==> src/rtl/imm_encoder_pkg.sv <==
`default_nettype none
// ============================================================================
// Module      : imm_encoder_pkg
// Description : Shared types, opcodes and immediate range limits for the
//               immediate encoder (inverse of the core's immediate decoder).
// Revision    : 1.0 - initial release
// ============================================================================
package imm_encoder_pkg;

    typedef logic [31:0] data_bus_t;

    // Instruction immediate formats; encodings outside this set pack as Imm
    typedef enum logic [2:0] {
        FMT_IMM    = 3'd0,
        FMT_STORE  = 3'd1,
        FMT_UPPER  = 3'd2,
        FMT_BRANCH = 3'd3,
        FMT_JUMP   = 3'd4
    } instr_format_t;

    // Encoder sequencing: single word / second word of a LUI+I-type pair
    typedef enum logic [0:0] {
        ST_IDLE   = 1'b0,
        ST_SECOND = 1'b1
    } enc_state_t;

    localparam logic [6:0] OPC_LUI = 7'b0110111;

    localparam int IMM12_MIN = -2048;
    localparam int IMM12_MAX = 2047;
    localparam int BIMM_MIN  = -4096;
    localparam int BIMM_MAX  = 4094;
    localparam int JIMM_MIN  = -1048576;
    localparam int JIMM_MAX  = 1048574;

    // Signed inclusive range test of a 32-bit value
    function automatic logic in_range(input data_bus_t v, input int lo, input int hi);
        return ($signed(v) >= lo) && ($signed(v) <= hi);
    endfunction

    // Upper 20 bits of (imm + 0x800) mod 2^32: the carry into bit 12 is imm[11]
    function automatic logic [19:0] lui_hi(input data_bus_t imm);
        return imm[31:12] + {19'd0, imm[11]};
    endfunction

endpackage : imm_encoder_pkg
`default_nettype wire

==> src/rtl/imm_encoder_pack.sv <==
`default_nettype none
// ============================================================================
// Module      : imm_encoder_pack
// Description : Combinational scatter of an immediate into the instruction
//               bit positions of a format, merged with a template word, plus
//               the representability check (range and alignment).
// Revision    : 1.0 - initial release
// ============================================================================
module imm_encoder_pack
    import imm_encoder_pkg::*;
(
    input  data_bus_t     i_template,
    input  instr_format_t i_fmt,
    input  data_bus_t     i_imm,
    output data_bus_t     o_instr,
    output logic          o_err
);

    // Scatter the immediate per format and flag values the field cannot hold
    always_comb begin
        o_instr = i_template;
        o_err   = 1'b0;
        case (i_fmt)
            FMT_STORE: begin
                o_instr[31:25] = i_imm[11:5];
                o_instr[11:7]  = i_imm[4:0];
                o_err          = !in_range(i_imm, IMM12_MIN, IMM12_MAX);
            end
            FMT_UPPER: begin
                o_instr[31:12] = i_imm[31:12];
                o_err          = (i_imm[11:0] != 12'd0);
            end
            FMT_BRANCH: begin
                o_instr[31]    = i_imm[12];
                o_instr[30:25] = i_imm[10:5];
                o_instr[11:8]  = i_imm[4:1];
                o_instr[7]     = i_imm[11];
                o_err          = !in_range(i_imm, BIMM_MIN, BIMM_MAX) || i_imm[0];
            end
            FMT_JUMP: begin
                o_instr[31]    = i_imm[20];
                o_instr[30:21] = i_imm[10:1];
                o_instr[20]    = i_imm[11];
                o_instr[19:12] = i_imm[19:12];
                o_err          = !in_range(i_imm, JIMM_MIN, JIMM_MAX) || i_imm[0];
            end
            default: begin
                o_instr[31:20] = i_imm[11:0];
                o_err          = !in_range(i_imm, IMM12_MIN, IMM12_MAX);
            end
        endcase
    end

endmodule : imm_encoder_pack
`default_nettype wire

==> src/rtl/imm_encoder.sv <==
`default_nettype none
// ============================================================================
// Module      : imm_encoder
// Description : Encodes an immediate into an instruction template with a
//               registered valid/ready output. Out-of-range Imm requests with
//               expansion enabled emit a LUI + I-type pair. Counts (saturating)
//               words delivered with the error flag set.
// Revision    : 1.0 - initial release
// ============================================================================
module imm_encoder
    import imm_encoder_pkg::*;
#(
    parameter int ERR_CNT_W = 8
) (
    input  logic                 clk,
    input  logic                 rst,
    input  logic                 in_valid,
    output logic                 in_ready,
    input  data_bus_t            in_template,
    input  instr_format_t        in_fmt,
    input  data_bus_t            in_imm,
    input  logic                 in_expand,
    output logic                 out_valid,
    input  logic                 out_ready,
    output data_bus_t            out_instr,
    output logic                 out_last,
    output logic                 out_err,
    output logic [ERR_CNT_W-1:0] err_count
);

    enc_state_t           state_q,     state_d;
    logic                 out_valid_q, out_valid_d;
    data_bus_t            out_instr_q, out_instr_d;
    logic                 out_last_q,  out_last_d;
    logic                 out_err_q,   out_err_d;
    logic [ERR_CNT_W-1:0] err_count_q, err_count_d;
    logic [14:0]          tmpl_q,      tmpl_d;   // template bits kept for word 2
    logic [11:0]          imm_lo_q,    imm_lo_d; // low immediate for word 2

    data_bus_t w_pack_instr;
    logic      w_pack_err;
    logic      w_is_imm;
    logic      w_expand;
    logic      w_accept;
    logic      w_fire;

    imm_encoder_pack u_pack (
        .i_template (in_template),
        .i_fmt      (in_fmt),
        .i_imm      (in_imm),
        .o_instr    (w_pack_instr),
        .o_err      (w_pack_err)
    );

    // Handshake qualifiers and the expansion decision for the incoming request
    always_comb begin
        w_is_imm = !(in_fmt inside {FMT_STORE, FMT_UPPER, FMT_BRANCH, FMT_JUMP});
        w_expand = in_expand && w_is_imm && !in_range(in_imm, IMM12_MIN, IMM12_MAX);
        in_ready = (state_q == ST_IDLE) && (!out_valid_q || out_ready);
        w_accept = in_valid && in_ready;
        w_fire   = out_valid_q && out_ready;
    end

    // Next-state: output register, pair sequencing and error counting
    always_comb begin
        state_d     = state_q;
        out_valid_d = out_valid_q;
        out_instr_d = out_instr_q;
        out_last_d  = out_last_q;
        out_err_d   = out_err_q;
        err_count_d = err_count_q;
        tmpl_d      = tmpl_q;
        imm_lo_d    = imm_lo_q;

        if (w_fire) begin
            out_valid_d = 1'b0;
            if (out_err_q && (err_count_q != {ERR_CNT_W{1'b1}})) begin
                err_count_d = err_count_q + {{(ERR_CNT_W-1){1'b0}}, 1'b1};
            end
        end

        case (state_q)
            ST_SECOND: begin
                if (w_fire) begin
                    if (!out_last_q) begin
                        // Word 1 consumed: ADDI-style word sourcing rs1 = rd
                        out_valid_d = 1'b1;
                        out_instr_d = {imm_lo_q, tmpl_q[11:7], tmpl_q[14:0]};
                        out_last_d  = 1'b1;
                        out_err_d   = 1'b0;
                    end else begin
                        state_d = ST_IDLE;
                    end
                end
            end
            default: begin
                if (w_accept) begin
                    out_valid_d = 1'b1;
                    if (w_expand) begin
                        out_instr_d = {lui_hi(in_imm), in_template[11:7], OPC_LUI};
                        out_last_d  = 1'b0;
                        out_err_d   = 1'b0;
                        tmpl_d      = in_template[14:0];
                        imm_lo_d    = in_imm[11:0];
                        state_d     = ST_SECOND;
                    end else begin
                        out_instr_d = w_pack_instr;
                        out_last_d  = 1'b1;
                        out_err_d   = w_pack_err;
                    end
                end
            end
        endcase
    end

    // State and output registers; reset drops any pending second word
    always_ff @(posedge clk or posedge rst) begin
        if (rst) begin
            state_q     <= ST_IDLE;
            out_valid_q <= 1'b0;
            out_instr_q <= '0;
            out_last_q  <= 1'b0;
            out_err_q   <= 1'b0;
            err_count_q <= '0;
            tmpl_q      <= '0;
            imm_lo_q    <= '0;
        end else begin
            state_q     <= state_d;
            out_valid_q <= out_valid_d;
            out_instr_q <= out_instr_d;
            out_last_q  <= out_last_d;
            out_err_q   <= out_err_d;
            err_count_q <= err_count_d;
            tmpl_q      <= tmpl_d;
            imm_lo_q    <= imm_lo_d;
        end
    end

    assign out_valid = out_valid_q;
    assign out_instr = out_instr_q;
    assign out_last  = out_last_q;
    assign out_err   = out_err_q;
    assign err_count = err_count_q;

endmodule : imm_encoder
`default_nettype wire

==> config.mk <==
export PLATFORM = sky130hd
export DESIGN_NAME = imm_encoder
export DESIGN_NICKNAME = d
export VERILOG_FILES = /design/src/rtl/imm_encoder_pkg.sv /design/src/rtl/imm_encoder_pack.sv /design/src/rtl/imm_encoder.sv
export SDC_FILE = /design/constraint.sdc
export NUM_CORES = 1
export LEC_CHECK = 0
export CAP_MARGIN = 20
export CELL_PAD_IN_SITES_DETAIL_PLACEMENT = 0
export CELL_PAD_IN_SITES_GLOBAL_PLACEMENT = 1
export CORE_ASPECT_RATIO = 1.75
export CORE_UTILIZATION = 37
export DETAILED_ROUTE_END_ITERATION = 12
export HOLD_SLACK_MARGIN = 0.15
export PLACE_DENSITY_LB_ADDON = 0.25
export SLEW_MARGIN = 10
export SYNTH_ARGS = -nofsm -noshare
export SYNTH_HDL_FRONTEND = slang
export SYNTH_SLANG_ARGS = --single-unit
==> constraint.sdc <==
create_clock -name clk -period 3 [get_ports clk]
set_input_delay 0.9 -clock clk [delete_from_list [all_inputs] [get_ports clk]]
set_output_delay 0.9 -clock clk [all_outputs]
set_load 0.02 [all_outputs]
# After elaboration in Yosys (flattened, before gate mapping)
# Index checks and enable logic that the tools add are counted.
totals:
  in_bits: 72
  register_bits: 71
  ramBits: 0
  elab_cells: 79
  romBits: 0
  latch_bits: 0
  out_inout_bits: 44
  n_memories: 0
classes:
  muxes: 29
  bitwise_logic: 1
  n_mul: 0
  shift: 0
  n_eq_ne: 7
  add_sub_neg: 2
  n_reduce_logical: 26
  n_lt_le_gt_ge: 6
  div: 0
ops:
  columns: ["cell", "count"]
  rows:
  - ["2-to-1 mux 32 bit", 5]
  - ["greater-or-equal comparator 32 x 12 -> 1 bit (second input constant)", 1]
  - ["greater-or-equal comparator 32 x 13 -> 1 bit (second input constant)", 1]
  - ["greater-or-equal comparator 32 x 21 -> 1 bit (second input constant)", 1]
  - ["less-or-equal comparator 32 x 12 -> 1 bit (second input constant)", 1]
  - ["less-or-equal comparator 32 x 13 -> 1 bit (second input constant)", 1]
  - ["less-or-equal comparator 32 x 21 -> 1 bit (second input constant)", 1]
  - ["one-hot mux 7 bit (3 select lines)", 1]
  - ["adder 20 x 1 -> 20 bit", 1]
  - ["2-to-1 mux 1 bit", 19]
  - ["one-hot mux 5 bit (3 select lines)", 1]
  - ["nonzero test 12 bit", 1]
  - ["one-hot mux 5 bit (2 select lines)", 1]
  - ["logical AND 1 bit", 9]
  - ["adder 8 x 1 -> 8 bit (second input constant)", 1]
  - ["2-to-1 mux 8 bit", 1]
  - ["inequality test 8 bit (second input constant)", 1]
  - ["equality test 3 x 2 -> 1 bit (second input constant)", 2]
  - ["AND reduction 3 bit", 2]
  - ["zero test 1 bit", 5]
  - ["AND reduction 2 bit", 2]
  - ["nonzero test 4 bit", 1]
  - ["OR reduction 2 bit", 2]
  - ["equality test 3 x 1 -> 1 bit (second input constant)", 1]
  - ["other kinds (7)", 9]

# Depth between registers and ports, before layout
logic_depth:
  ltp_word: 8
  depth_mapped: 10
  ltp_nobuf: 8

# Hierarchy
# Synthesis repeated with hierarchy kept, for this count alone.
hier_totals:
  cells_unflattened: 494
  hier_area_um2: 4790.8
by_module_without_submodules:
  columns: ["mod", "n_inst", "area_each_um2", "cells_per_inst", "seq_area_each_um2"]
  rows:
  - ["imm_encoder", 1, 4095.2, 396, 1776.7]
  - ["imm_encoder_pack", 1, 695.7, 98, 0.0]

# Least setup slack after synthesis
# Ideal clock, no wire load.
synth_path:
  path_type: "input port to flip-flop"
  from: "in in_imm[24]"
  to: "reg out_instr_q[27], in the netlist out_instr[27]"
  path_stages: 9
  slack_ns: 0.242
  setup_ns: 0.131
  required_ns: 2.869
  path_buffers: 3
  arrival_time_ns: 2.627
  path_cell_list: "clkbuf_1 nand4_1 or4_1 buf_2 o221a_4 buf_6 or3_1 o2111ai_1 nand3_1"
synth_via:
  elab_chain_len: 7
  word_cells_on_any_way: 9
  cone_classes: "1 x add/sub; 2 x order compare; 3 x mux; 3 x reduce/logical"
synth_rtl:
  columns: ["element", "line", "text"]
  rows:
  - ["from (decl)", "imm_encoder.sv:21", "input data_bus_t in_imm,"]
  - ["greater-or-equal comparator 32 x 12 -> 1 bit / less-or-equal comparator 32 x 12 -> 1 bit (equally long branches)", "imm_encoder_pkg.sv:38", "return ($signed(v) >= lo) && ($signed(v) <= hi);"]
  - ["logical AND 1 bit", "imm_encoder_pkg.sv:38", null]
  - ["zero test 1 bit", "imm_encoder.sv:58", "w_expand = in_expand && w_is_imm && !in_range(in_imm, IMM12_MIN, IMM12_MAX);"]
  - ["logical AND 1 bit", "imm_encoder.sv:58", null]
  - ["2-to-1 mux 32 bit *", "imm_encoder.sv:99", "if (w_expand) begin"]
  - ["2-to-1 mux 32 bit *", "imm_encoder.sv:97", "if (w_accept) begin"]
  - ["2-to-1 mux 32 bit *", "imm_encoder.sv:82", "case (state_q)"]
  - ["to (signal assigned)", "imm_encoder.sv:130", "out_instr_q <= out_instr_d;"]
  - ["to (decl)", "imm_encoder.sv:33", "data_bus_t out_instr_q, out_instr_d;"]
# Mark *: on every way between the ends. The rest lies on a longest branch, timed or not. The select of a mux whose other input is x is not followed.
# A chain may end at the register's enable or synchronous reset.

# Worst setup path in the final report
layout_path:
  from: "in in_imm[20]"
  to: "reg tmpl_q[8]"
layout_via:
  elab_chain_len: 5
  word_cells_on_any_way: 6
  cone_classes: "2 x order compare; 4 x reduce/logical"
layout_rtl:
  columns: ["element", "line", "text"]
  rows:
  - ["greater-or-equal comparator 32 x 12 -> 1 bit / less-or-equal comparator 32 x 12 -> 1 bit (equally long branches)", "imm_encoder_pkg.sv:38", null]
  - ["logical AND 1 bit *", "imm_encoder_pkg.sv:38", null]
  - ["zero test 1 bit *", "imm_encoder.sv:58", null]
  - ["logical AND 1 bit *", "imm_encoder.sv:58", null]
  - ["AND reduction 3 bit (no line) *", null, null]
  - ["to (signal assigned)", "imm_encoder.sv:134", "tmpl_q <= tmpl_d;"]
  - ["to (decl)", "imm_encoder.sv:37", "logic [14:0] tmpl_q, tmpl_d;"]
# Mark *: on every way between the ends. The rest lies on a longest branch, timed or not.

==> results_dict.tcl <==
set metrics [dict create \
    setup-violations-final 0 \
    endpoint_kind "register" \
    tightest_slew_ns 0.547 \
    power_mw 5.18 \
    grt_pass1_wl_mm 23.6 \
    grt_antenna_before_repair 0 \
    max-slew-margin-rel_pct 63.5 \
    chipHeight_um 147 \
    cts_buffers 9 \
    tns_ns 0 \
    clock_skew_ns 0.00760 \
    grt_pass1_vias 4484 \
    synth_area_um2 4430 \
    max_freq_mhz 342 \
    synth_fa_ha_area_share_pct 1.41 \
    violations "DRC" \
    cts_max_level 3 \
    critical_path_class "primary input to register" \
    finalCriticalPeriod_ns 2.93 \
    ctsHoldBuffers 0 \
    cts_tree "done" \
    syn_nets 549 \
    critical_path.startpoint_type "primary input" \
    dr.pass1.iters 9 \
    nets 721 \
    cts.root.buffer_cell "clkbuf_16" \
    layout-drive-gt1-share_pct 23.4 \
    hold_class "register to register" \
    crit_fanout 11 \
    core-area_um2 11600 \
    final-hold-violation-count 0 \
    routedWlPerCell_um 19.0 \
    syn_inst 472 \
    preCtsSetupSlack_ns -0.351 \
    leakage_nw 2.74 \
    drv_slew 0 \
    antenna_cells 0 \
    grt_max_degree 45 \
    worst_slack_ns 0.0735 \
    power_density_nw_per_um2 785 \
    grt_usage_pct 24.6 \
    core.rowCount 52 \
    dr.first_iter.drc_count 277 \
    port-buffer-count 108 \
    start_util_pct 38.2 \
    post-route-period-util_pct 97.6 \
    clock_sinks 71 \
    num_vias 4442 \
    cts.path.max_buffers 2 \
    synth_area_per_cell_um2 9.38 \
    synthArstFlopShare_pct 100 \
    ys_ff_latch 71 \
    clk_pin_slew_ns 0.06 \
    finalWirelength_mm 14.9 \
    area_growth_pct 48.8 \
    gp_congestion 0.922 \
    die_area_um2 12400 \
    cap_violations 0 \
    die_x_um 84.7 \
    vias_per_cell 5.67 \
    yosysWarnings 0 \
    synth_compound_area_share_pct 19.0 \
    yosysUniqueCellTypes 59 \
    worstPathArrival_ns 3.14 \
    synth_top_family_by_area "simple AND/OR/NAND/NOR gates" \
    io-pin-count 116 \
    place_hpwl_mm 11.5 \
    grt_overflow_total 0 \
    synth-simple-area-share_pct 21.5 \
    ant_nets 0 \
    max-vdd-ir-drop_mv 0.475 \
    crit_required_ns 3.22 \
    clk_latency_ns 0.34 \
    synth_mux_area_share_pct 10.1 \
    nFillCells 1052 \
    synth_xor_area_share_pct 3.56 \
    synth_edf_count 0 \
    drc 5 \
    seq_area_frac_synth_pct 40.1 \
    ys.flop_type "dfrtp_1" \
    outcome "finished, violations left" \
]
## what timing repair did
| item | CTS | global route |
|---|---|---|
| gates resized for setup | 1 | 12 |
| buffers inserted | 0 | 1 |
| pin swaps | 0 | 2 |
| setup endpoints to repair | 1 | 14 |
## cell usage after synthesis (all sizes together) (5+ instances only)
cell type | instances | share of area [%]
dfrtp | 71 | 40
nand2 | 52 | 4.4
nor2 | 37 | 3.4
mux2 | 30 | 9.2
a21oi | 28 | 3.2
clkbuf | 22 | 1.9
o21ai | 18 | 2.0
nand3 | 16 | 1.9
nor2b | 16 | 2.3
xnor2 | 15 | 3.0
nand4 | 14 | 2.0
o22ai | 12 | 1.7
buf | 11 | 2.1
nand2b | 11 | 1.6
and3 | 10 | 1.4
a211oi | 9 | 1.8
nor4 | 9 | 1.3
nor3 | 8 | 0.90
o221ai | 7 | 1.8
o311ai | 7 | 1.4
a31oi | 5 | 0.71
ha | 5 | 1.4
## critical path: stages
cell,delay [ns]
clkdlybuf4s50_1,0.49
nand3_2,0.10
or4_4,0.54
buf_6,0.15
o221ai_4,0.28
buf_6,0.16
nor2_4,0.04
buf_12,0.16
mux2_4,0.30
## flip-flops by register name (all words and copies together) (netlist names), named ones only
name / count
state_q: 1
out_instr: 32
imm_lo_q: 12
err_count: 8
out_last: 1
tmpl_q: 15
out_err: 1
## cell families after synthesis
family,Yosys count
XOR/XNOR,18
buffers and inverters,37
AND/OR/NAND/NOR,188
multiplexers,34
adder cells (fa/ha/maj),5
AO/OA/AOI/OAI,119
flip-flops,71
## final cells by class
type | count | area [µm²] | share of cell area, %
clock buffers | 9 | 225 | 3.42
clock inverters | 7 | 125 | 1.90
inverters | 4 | 15.0 | 0.228
multi-input cells | 364 | 2500 | 38.0
flip-flops and latches | 71 | 1780 | 27.0
well taps | 135 | 169 | 2.56
repair buffers | 194 | 1770 | 26.9
## per-stage QoR
step | instance area [µm²] | hold WS (ns) | utilization (%) | instances
floorplan | 4430 | 0.473 | - | 472
global placement | 6180 | 0.448 | 53.4 | 767
detailed placement | 6180 | 0.456 | 53.4 | 767
CTS | 6530 | 0.468 | 56.4 | 783
global route | 6590 | 0.497 | 56.9 | 784
finish | 6590 | 0.463 | 56.9 | 784
## cell usage in the layout, fill, tap and decap left out, types with 4 or more instances in the layout
cell and instances:
a211oi_1 7, a21oi_1 28, a22oi_1 4, a31oi_1 5
and3_1 10, buf_4 81, clkbuf_16 9, clkdlybuf4s50_1 106
dfrtp_1 71, ha_1 5, mux2_2 11, mux2_4 19
mux2i_1 4, nand2_1 51, nand2b_1 11, nand3_1 15
nand4_1 14, nor2_1 34, nor2b_1 16, nor3_1 8
nor4_1 8, o211ai_1 4, o21ai_0 17, o221ai_1 5
o22ai_1 11, o311ai_0 5, or3_1 4, xnor2_1 15
## routing by layer
layer	GRT usage [%]	vias up	wire length [µm]
met5	0	-	0
li1	-	2098	-
met2	44.1	152	7980
met4	9.66	0	475
met3	3.43	30	679
met1	29.4	2162	5800
## power by group
part           total (mW)  internal, mW  switching, mW
registers            1.71          1.40          0.303
logic                2.21          1.13           1.08
clock network        1.26         0.822          0.433
total                5.18          3.36           1.82
## final timing paths
path | startpoint | endpoint | slack [ns] | cells past startpoint
min in group asynchronous | rst | out_instr[7]$_DFFE_PP0P_ | 0.93 | 2
max in group asynchronous | rst | err_count[2]$_DFFE_PP0P_ | 1.46 | 3
min | out_instr[1]$_DFFE_PP0P_ | out_instr[1]$_DFFE_PP0P_ | 0.46 | 2
max | in_imm[20] | tmpl_q[8]$_DFFE_PP0P_ | 0.07 | 9
max reg2reg | state_q$_DFF_PP0_ | out_instr[17]$_DFFE_PP0P_ | 0.99 | 6
min reg2reg | out_instr[1]$_DFFE_PP0P_ | out_instr[1]$_DFFE_PP0P_ | 0.46 | 2
(Power assumes the default switching activity.)
